### src/rtl/space_invaders_pkg.sv
// space_invaders_pkg: keycode constants and fire FSM state shared by the game input logic
package space_invaders_pkg;

    localparam logic [7:0] KC_SPACE = 8'd44;
    localparam logic [7:0] KC_W     = 8'd26;
    localparam logic [7:0] KC_LEFT  = 8'd80;
    localparam logic [7:0] KC_A     = 8'd4;
    localparam logic [7:0] KC_RIGHT = 8'd79;
    localparam logic [7:0] KC_D     = 8'd7;

    typedef enum logic [1:0] {
        IDLE,
        FIRE,
        COOLDOWN,
        WAIT_RELEASE
    } fire_state_t;

    function automatic logic is_fire(input logic [7:0] kc);
        return (kc == KC_SPACE) || (kc == KC_W);
    endfunction

    function automatic logic is_left(input logic [7:0] kc);
        return (kc == KC_LEFT) || (kc == KC_A);
    endfunction

    function automatic logic is_right(input logic [7:0] kc);
        return (kc == KC_RIGHT) || (kc == KC_D);
    endfunction

endpackage

### src/rtl/keycode_filter.sv
// keycode_filter: passes a keycode on only after it has held steady for STABLE_CYCLES samples
module keycode_filter
    import space_invaders_pkg::*;
#(
    parameter int STABLE_CYCLES = 4
) (
    input  logic       Clk,
    input  logic       reset_h,
    input  logic [7:0] keycode,
    output logic [7:0] accepted
);

    localparam int CW = $clog2(STABLE_CYCLES + 1);
    localparam logic [CW-1:0] CMAX = CW'(STABLE_CYCLES);

    logic [7:0]    kc_q;
    logic [CW-1:0] cnt;
    logic [CW-1:0] cnt_next;

    // count consecutive matching samples, saturating once the value is trusted
    always_comb cnt_next = (keycode != kc_q) ? '0 : (cnt == CMAX) ? cnt : cnt + 1'b1;

    // sample register, stability counter and the accepted keycode
    always_ff @(posedge Clk or posedge reset_h) begin
        if (reset_h) begin
            kc_q     <= '0;
            cnt      <= '0;
            accepted <= '0;
        end else begin
            kc_q <= keycode;
            cnt  <= cnt_next;
            if (cnt_next == CMAX)
                accepted <= kc_q;
        end
    end

endmodule

### src/rtl/keycode_input_decoder.sv
// keycode_input_decoder: filters the NIOS keycode into movement levels and cooldown-limited shoot pulses
module keycode_input_decoder
    import space_invaders_pkg::*;
#(
    parameter int STABLE_CYCLES   = 4,
    parameter int COOLDOWN_FRAMES = 8,
    parameter bit AUTOFIRE        = 1'b0
) (
    input  logic       Clk,
    input  logic       reset_h,
    input  logic [7:0] keycode,
    input  logic       VGA_VS,
    output logic       shoot,
    output logic       left,
    output logic       right,
    output logic       key_valid,
    output logic [7:0] shot_count
);

    localparam int CDW = $clog2(COOLDOWN_FRAMES + 1);
    localparam logic [CDW-1:0] CD_LOAD = CDW'(COOLDOWN_FRAMES);
    localparam logic [CDW-1:0] CD_LAST = CDW'(1);

    logic [7:0]     accepted;
    logic           fire_held;
    logic           vs_q;
    logic           tick;
    logic [CDW-1:0] cd_cnt;
    fire_state_t    state;
    fire_state_t    state_next;

    keycode_filter #(
        .STABLE_CYCLES(STABLE_CYCLES)
    ) u_filter (
        .Clk     (Clk),
        .reset_h (reset_h),
        .keycode (keycode),
        .accepted(accepted)
    );

    // frame tick on each falling edge of the active-low vertical sync
    always_ff @(posedge Clk or posedge reset_h) begin
        if (reset_h)
            vs_q <= 1'b1;
        else
            vs_q <= VGA_VS;
    end

    assign tick = vs_q & ~VGA_VS;

    // registered decode of the accepted keycode into control levels
    always_ff @(posedge Clk or posedge reset_h) begin
        if (reset_h) begin
            left      <= 1'b0;
            right     <= 1'b0;
            key_valid <= 1'b0;
            fire_held <= 1'b0;
        end else begin
            left      <= is_left(accepted);
            right     <= is_right(accepted);
            key_valid <= accepted != 8'd0;
            fire_held <= is_fire(accepted);
        end
    end

    // fire FSM state register
    always_ff @(posedge Clk or posedge reset_h) begin
        if (reset_h)
            state <= IDLE;
        else
            state <= state_next;
    end

    // fire FSM transitions; the last cooldown tick decides between refire, wait and idle
    always_comb begin
        state_next = state;
        case (state)
            IDLE:         state_next = fire_held ? FIRE : IDLE;
            FIRE:         state_next = COOLDOWN;
            COOLDOWN:     if (tick && cd_cnt == CD_LAST)
                              state_next = !fire_held ? IDLE : AUTOFIRE ? FIRE : WAIT_RELEASE;
            WAIT_RELEASE: state_next = fire_held ? WAIT_RELEASE : IDLE;
            default:      state_next = IDLE;
        endcase
    end

    // a shot lasts exactly the single FIRE cycle
    always_comb shoot = (state == FIRE);

    // cooldown frame counter and shot tally; ticks during FIRE are not counted
    always_ff @(posedge Clk or posedge reset_h) begin
        if (reset_h) begin
            cd_cnt     <= '0;
            shot_count <= '0;
        end else if (state == FIRE) begin
            cd_cnt     <= CD_LOAD;
            shot_count <= shot_count + 8'd1;
        end else if (state == COOLDOWN && tick && cd_cnt != '0) begin
            cd_cnt <= cd_cnt - 1'b1;
        end
    end

endmodule

### config.mk
export PLATFORM = sky130hd
export DESIGN_NAME = keycode_input_decoder
export DESIGN_NICKNAME = d
export VERILOG_FILES = /design/src/rtl/space_invaders_pkg.sv /design/src/rtl/keycode_filter.sv /design/src/rtl/keycode_input_decoder.sv
export SDC_FILE = /design/constraint.sdc
export NUM_CORES = 1
export LEC_CHECK = 0
export CAP_MARGIN = 0
export CORE_MARGIN = 1.5
export CORE_UTILIZATION = 57
export CTS_CLUSTER_DIAMETER = 100
export DETAILED_ROUTE_END_ITERATION = 12
export HOLD_SLACK_MARGIN = 0.05
export PLACE_DENSITY = 0.82
export SETUP_SLACK_MARGIN = 0.02
export SYNTH_ARGS = -nofsm -noshare
export SYNTH_HDL_FRONTEND = slang
export SYNTH_HIERARCHICAL = 1
export SYNTH_SLANG_ARGS = --single-unit
### constraint.sdc
create_clock -name Clk -period 2.7 [get_ports Clk]
set_input_delay 0.54 -clock Clk [delete_from_list [all_inputs] [get_ports Clk]]
set_output_delay 0.54 -clock Clk [all_outputs]
set_load 0.02 [all_outputs]
Yosys cells after proc, flatten, opt, wreduce, memory -nomap -nowiden. Cells that the tools add are included.

Flip-flop bits (word level): 38. Bits in latches: 0. RAM bits: 0. ROM bits: 0. Output and inout bits: 12. Word-level logic and storage cells: 48. Memories kept: 0.

Add/sub/neg operators: 3. Multipliers: 0. Div/mod/pow operators: 0. $lt $le $gt $ge: 0. Eq/ne operators: 14. Shift-type cells: 0. Multiplexer cells: 8. Bitwise logic cells: 2. Reduce and logical (&&, ||, !) cells: 10.

Operators by type and width (count): equality test 8 x 3 -> 1 bit (second input constant) (2); equality test 8 x 7 -> 1 bit (second input constant) (2); adder 8 x 1 -> 8 bit (second input constant) (1); equality test 8 x 5 -> 1 bit (second input constant) (1); equality test 8 x 6 -> 1 bit (second input constant) (1); two-way mux 4 bit (2); != test 8 bit (1); one-hot mux 2 bit (4 select lines) (1); nonzero test 8 bit (1); equality test 3 bit (second input constant) (2); two-way mux 3 bit (2); equality test 2 bit (second input constant) (2); equality test 4 x 1 -> 1 bit (second input constant) (1); two-way mux 2 bit (2); nonzero test 4 bit (1); subtractor 4 x 1 -> 4 bit (second input constant) (1); adder 3 x 1 -> 3 bit (second input constant) (1); logical AND 1 bit (3); logical OR 1 bit (3); equality test 2 x 1 -> 1 bit (second input constant) (1); zero test 2 bit (1); != test 2 bit (second input constant) (1); nonzero test 2 bit (1); bitwise AND 1 bit (1); other kinds (2) (2).

Logic depth before layout (Yosys ltp).
Word-level depth: 6. Depth in mapped cells: 6. Gate-level depth less buffers: 6.

Modules after synthesis. The synthesis kept the hierarchy.

Modules (own cells, without submodules): keycode_input_decoder (instances 1, cells each 80, area each 917.1 um^2, sequential area each 476.7 um^2); keycode_filter (instances 1, cells each 52, area each 772.0 um^2, sequential area each 475.5 um^2).

Worst setup path after synthesis. OpenSTA, ideal clock, no wires.

Path kind: in2reg. Start: in keycode[3]. End: reg u_filter.accepted[0]. Setup time: 125 ps. Arrival: 1621 ps. Data required time: 2575 ps. Path slack: 954 ps. Cell stages on the path: 4. Path buffers: 0. Cells stage by stage: xor2_1 > nor4_2 > nand4_2 > mux2_2.

Cells in the longest elaborated chain, start to end: 3.

RTL lines: from (decl) (line keycode_input_decoder.sv:11) `input logic [7:0] keycode,`; != test 8 bit (line keycode_filter.sv:21) `always_comb cnt_next = (keycode != kc_q) ? '0 : (cnt == CMAX) ? cnt : cnt + 1'b1;`; two-way mux 3 bit (line keycode_filter.sv:21); equality test 3 bit (line keycode_filter.sv:32) `if (cnt_next == CMAX)`; to (signal assigned) (line keycode_filter.sv:33) `accepted <= kc_q;`; to (decl) (line keycode_filter.sv:10) `output logic [7:0] accepted`.

Every way passes these cells. A chain may end at the register's enable or synchronous reset.

Worst setup path in the final report.
Start: reg state[1]. End: out shoot.

Cells in the longest elaborated chain, start to end: 1.

RTL lines: from (decl) (line keycode_input_decoder.sv:29) `fire_state_t state;`; from (signal assigned) (line keycode_input_decoder.sv:71) `state <= state_next;`; equality test 2 x 1 -> 1 bit (line keycode_input_decoder.sv:88) `always_comb shoot = (state == FIRE);`; to (decl) (line keycode_input_decoder.sv:13) `output logic shoot,`.

Every way passes these cells.

==> flow_summary.ini <==
[sta]
final.setup_skew_ns = 0.00996
setup_tns_ns = 0
min_period_over_period_pct = 78.3
drv_slew = 0
worstMarginPinSlew_ns = 0.684
fmax_ghz = 0.473
setup_violations = 0
hold_viol = 0
period_minus_slack_ns = 2.11
hold_ws_ns = 0.481
relSlewSlack_pct = 54.4
rsz0062_at_grt = false

[die]
dieArea_um2 = 3300
num_io_pins = 23
initial_core_util_pct = 60.7
rows = 19
core_area_um2 = 2780
dieWidth_um = 57.4
die_h_um = 57.4

[final_layout]
nFillCells = 195
n_antenna_cell = 0
layout_commonest_cell = dfrtp_1
final_cells = 192
layout_common_cells = 37 x dfrtp_1, 22 x clkdlybuf4s50_1, 10 x xor2_1
areaGrowthSynthToFinish_pct = 18.2
layout-drive-gt1-share_pct = 16.8
fin_nets = 177

[routing]
vias_per_cell = 5.73
drt-total-wl_um = 2840
drt_pre_antenna_iters = 4
drt-wirelength-per-cell_um = 14.8
drc = 0
vias = 1101
drt-initial-drc-count = 33
drtAntennaViolNets = 0

[place]
portBuffers = 22
gp_congestion = 0.808
hpwl_um = 2170
dp_cells = 184

[global_route]
grt_antenna_before_repair = 0
grtUsageTotal_pct = 20.6
grt_max_degree = 20
overflow = 0
grt_pass1_wl_um = 5000
grt_pass1_vias = 1129

[clocking]
postCtsSetupBuffers = 0
clk_latency_ns = 0.34
numCtsBuffers = 5
postCtsHoldBufs = 0
cts_resized = 0
cts_tree = built
clockRootBuffer = clkbuf_4
clk_pin_slew_worst_paths_ns = 0.10
htree_levels = 2
cts_sinks = 38
clk_path_buf_depth = 2

[run]
drv_cap = 0

[worst_setup_path]
cp.buffers_inverters = 1
path_delay_family = buffers and inverters
start_kind = flip-flop
timing.critical_path.slowest_cell_delay_ns = 0.62
path_max_fanout = 6
cp_slowest_cell = clkdlybuf4s50_1
path_cells = nor2b_1, clkdlybuf4s50_1
cp-end-kind = primary output
crit_type = reg2out
cp.required_ns = 2.16
worstPathArrival_ns = 1.57

[synth]
syn-mean-instance-area_um2 = 12.8
synthDistinctLibCells = 37
syn_area_um2 = 1690
synth.area.top_cells = dfrtp_1 55%, mux2_2 6.0%, xor2_1 5.2%
synth-seq-area-share_pct = 56.4
synthFlopType = dfrtp_1
yosysTopAreaCell = dfrtp_1
synth_top_area_share_pct = 54.8
ys_warn_count = 6
syn_inst = 132
synth_edf_count = 0
ys_async_sr_fraction_pct = 100
synthesis.nets = 149
ys_ff_latch = 38

[power_and_ir_drop]
max-vdd-ir-drop_uv = 503
power_w = 0.00109
power_density_nw_per_um2 = 546
leakagePower_nw = 0.943

[outcome]
outcome = finished clean

[hold_path]
hp-class = reg2reg
metal layers:
| layer | up-vias | share of wire, % | track usage [%] | routed length, um |
|---|---|---|---|---|
| li1 | 527 | - | - | - |
| met1 | 545 | 42 | 23.3 | 1190 |
| met2 | 24 | 51 | 35.2 | 1460 |
| met3 | 5 | 4.4 | 6.12 | 125 |
| met4 | 0 | 2.2 | 9.97 | 63 |
| met5 | - | 0 | 0 | 0 |
per-stage QoR:
step / setup slack [ns] / utilization [%] / instance area, um2
floorplan: 0.954 / - / 1690
global placement: 0.357 / 70.0 / 1950
detailed placement: 0.289 / 70.0 / 1950
CTS: 0.570 / 71.8 / 2000
global route: 0.518 / 71.8 / 2000
finish: 0.585 / 71.8 / 2000
layout make-up:
type / count / area [um2] / area share [%]
tap: 31 / 38.8 / 1.94
sequential: 38 / 952 / 47.7
clock inverter: 2 / 10.0 / 0.501
multi-input combinational: 86 / 704 / 35.3
timing repair buffer: 23 / 228 / 11.4
inverter: 6 / 22.5 / 1.13
clock buffer: 6 / 41.3 / 2.07
worst register-to-register path, cell delays in order, from the launching register on:
cell	delay (ns)
dfrtp_1	0.42
xor2_1	0.18
nor4_2	0.44
nand4_2	0.34
mux2_2	0.37
cell families after synthesis:
group	count (synthesis)	synth area share, %
and+or+nand+nor	41	16.8
xor gates and xnor gates	16	8.30
adders and majority gates	6	4.44
DFF	38	56.4
muxes	11	7.19
buffers and inverters	8	1.93
AOI/OAI and AO/OA	12	4.96
path summary, 6_finish.rpt:
kind / from / to / slack, ns / cells past startpoint
worst max-delay path: state[1] / shoot / 0.59 / 2
worst min register to register: shot_count[7] / shot_count[7] / 0.48 / 1
min in group asynchronous: reset_h / u_filter/kc_q[4] / 0.62 / 2
max in group asynchronous: reset_h / u_filter/kc_q[6] / 1.64 / 2
worst max register to register: u_filter/kc_q[4] / u_filter/accepted[0] / 0.85 / 4
worst min-delay path: shot_count[7] / shot_count[7] / 0.48 / 1
synthesized netlist by cell type, drive strengths merged (2+ instances only):
cell    number
nand2        2
nand2b       4
inv          6
dfrtp       37
mux2i        2
nor3         4
xor2        10
nor2         4
buf          2
ha           6
and3         4
nand3b       2
nor4         2
xnor2        6
mux2         9
nand4        5
a21oi        6
nor2b        2
nand3        4
power breakdown:
part           internal [W]  switching [W]  leakage (nW)  total (W)
logic             0.0000774      0.0000794         0.421   0.000157
clock network     0.0000991       0.000174        0.0320   0.000273
registers          0.000614      0.0000458         0.491   0.000660
total              0.000790       0.000299         0.943    0.00109
registers in the layout (all words and copies together) (netlist names):
register           flops
vs_q                   1
key_valid              1
u_filter/accepted      8
shot_count             8
right                  1
u_filter/kc_q          8
u_filter/cnt           3
left                   1
fire_held              1
cd_cnt                 4
state                  2
No activity file was read; power rests on OpenSTA's default activity.
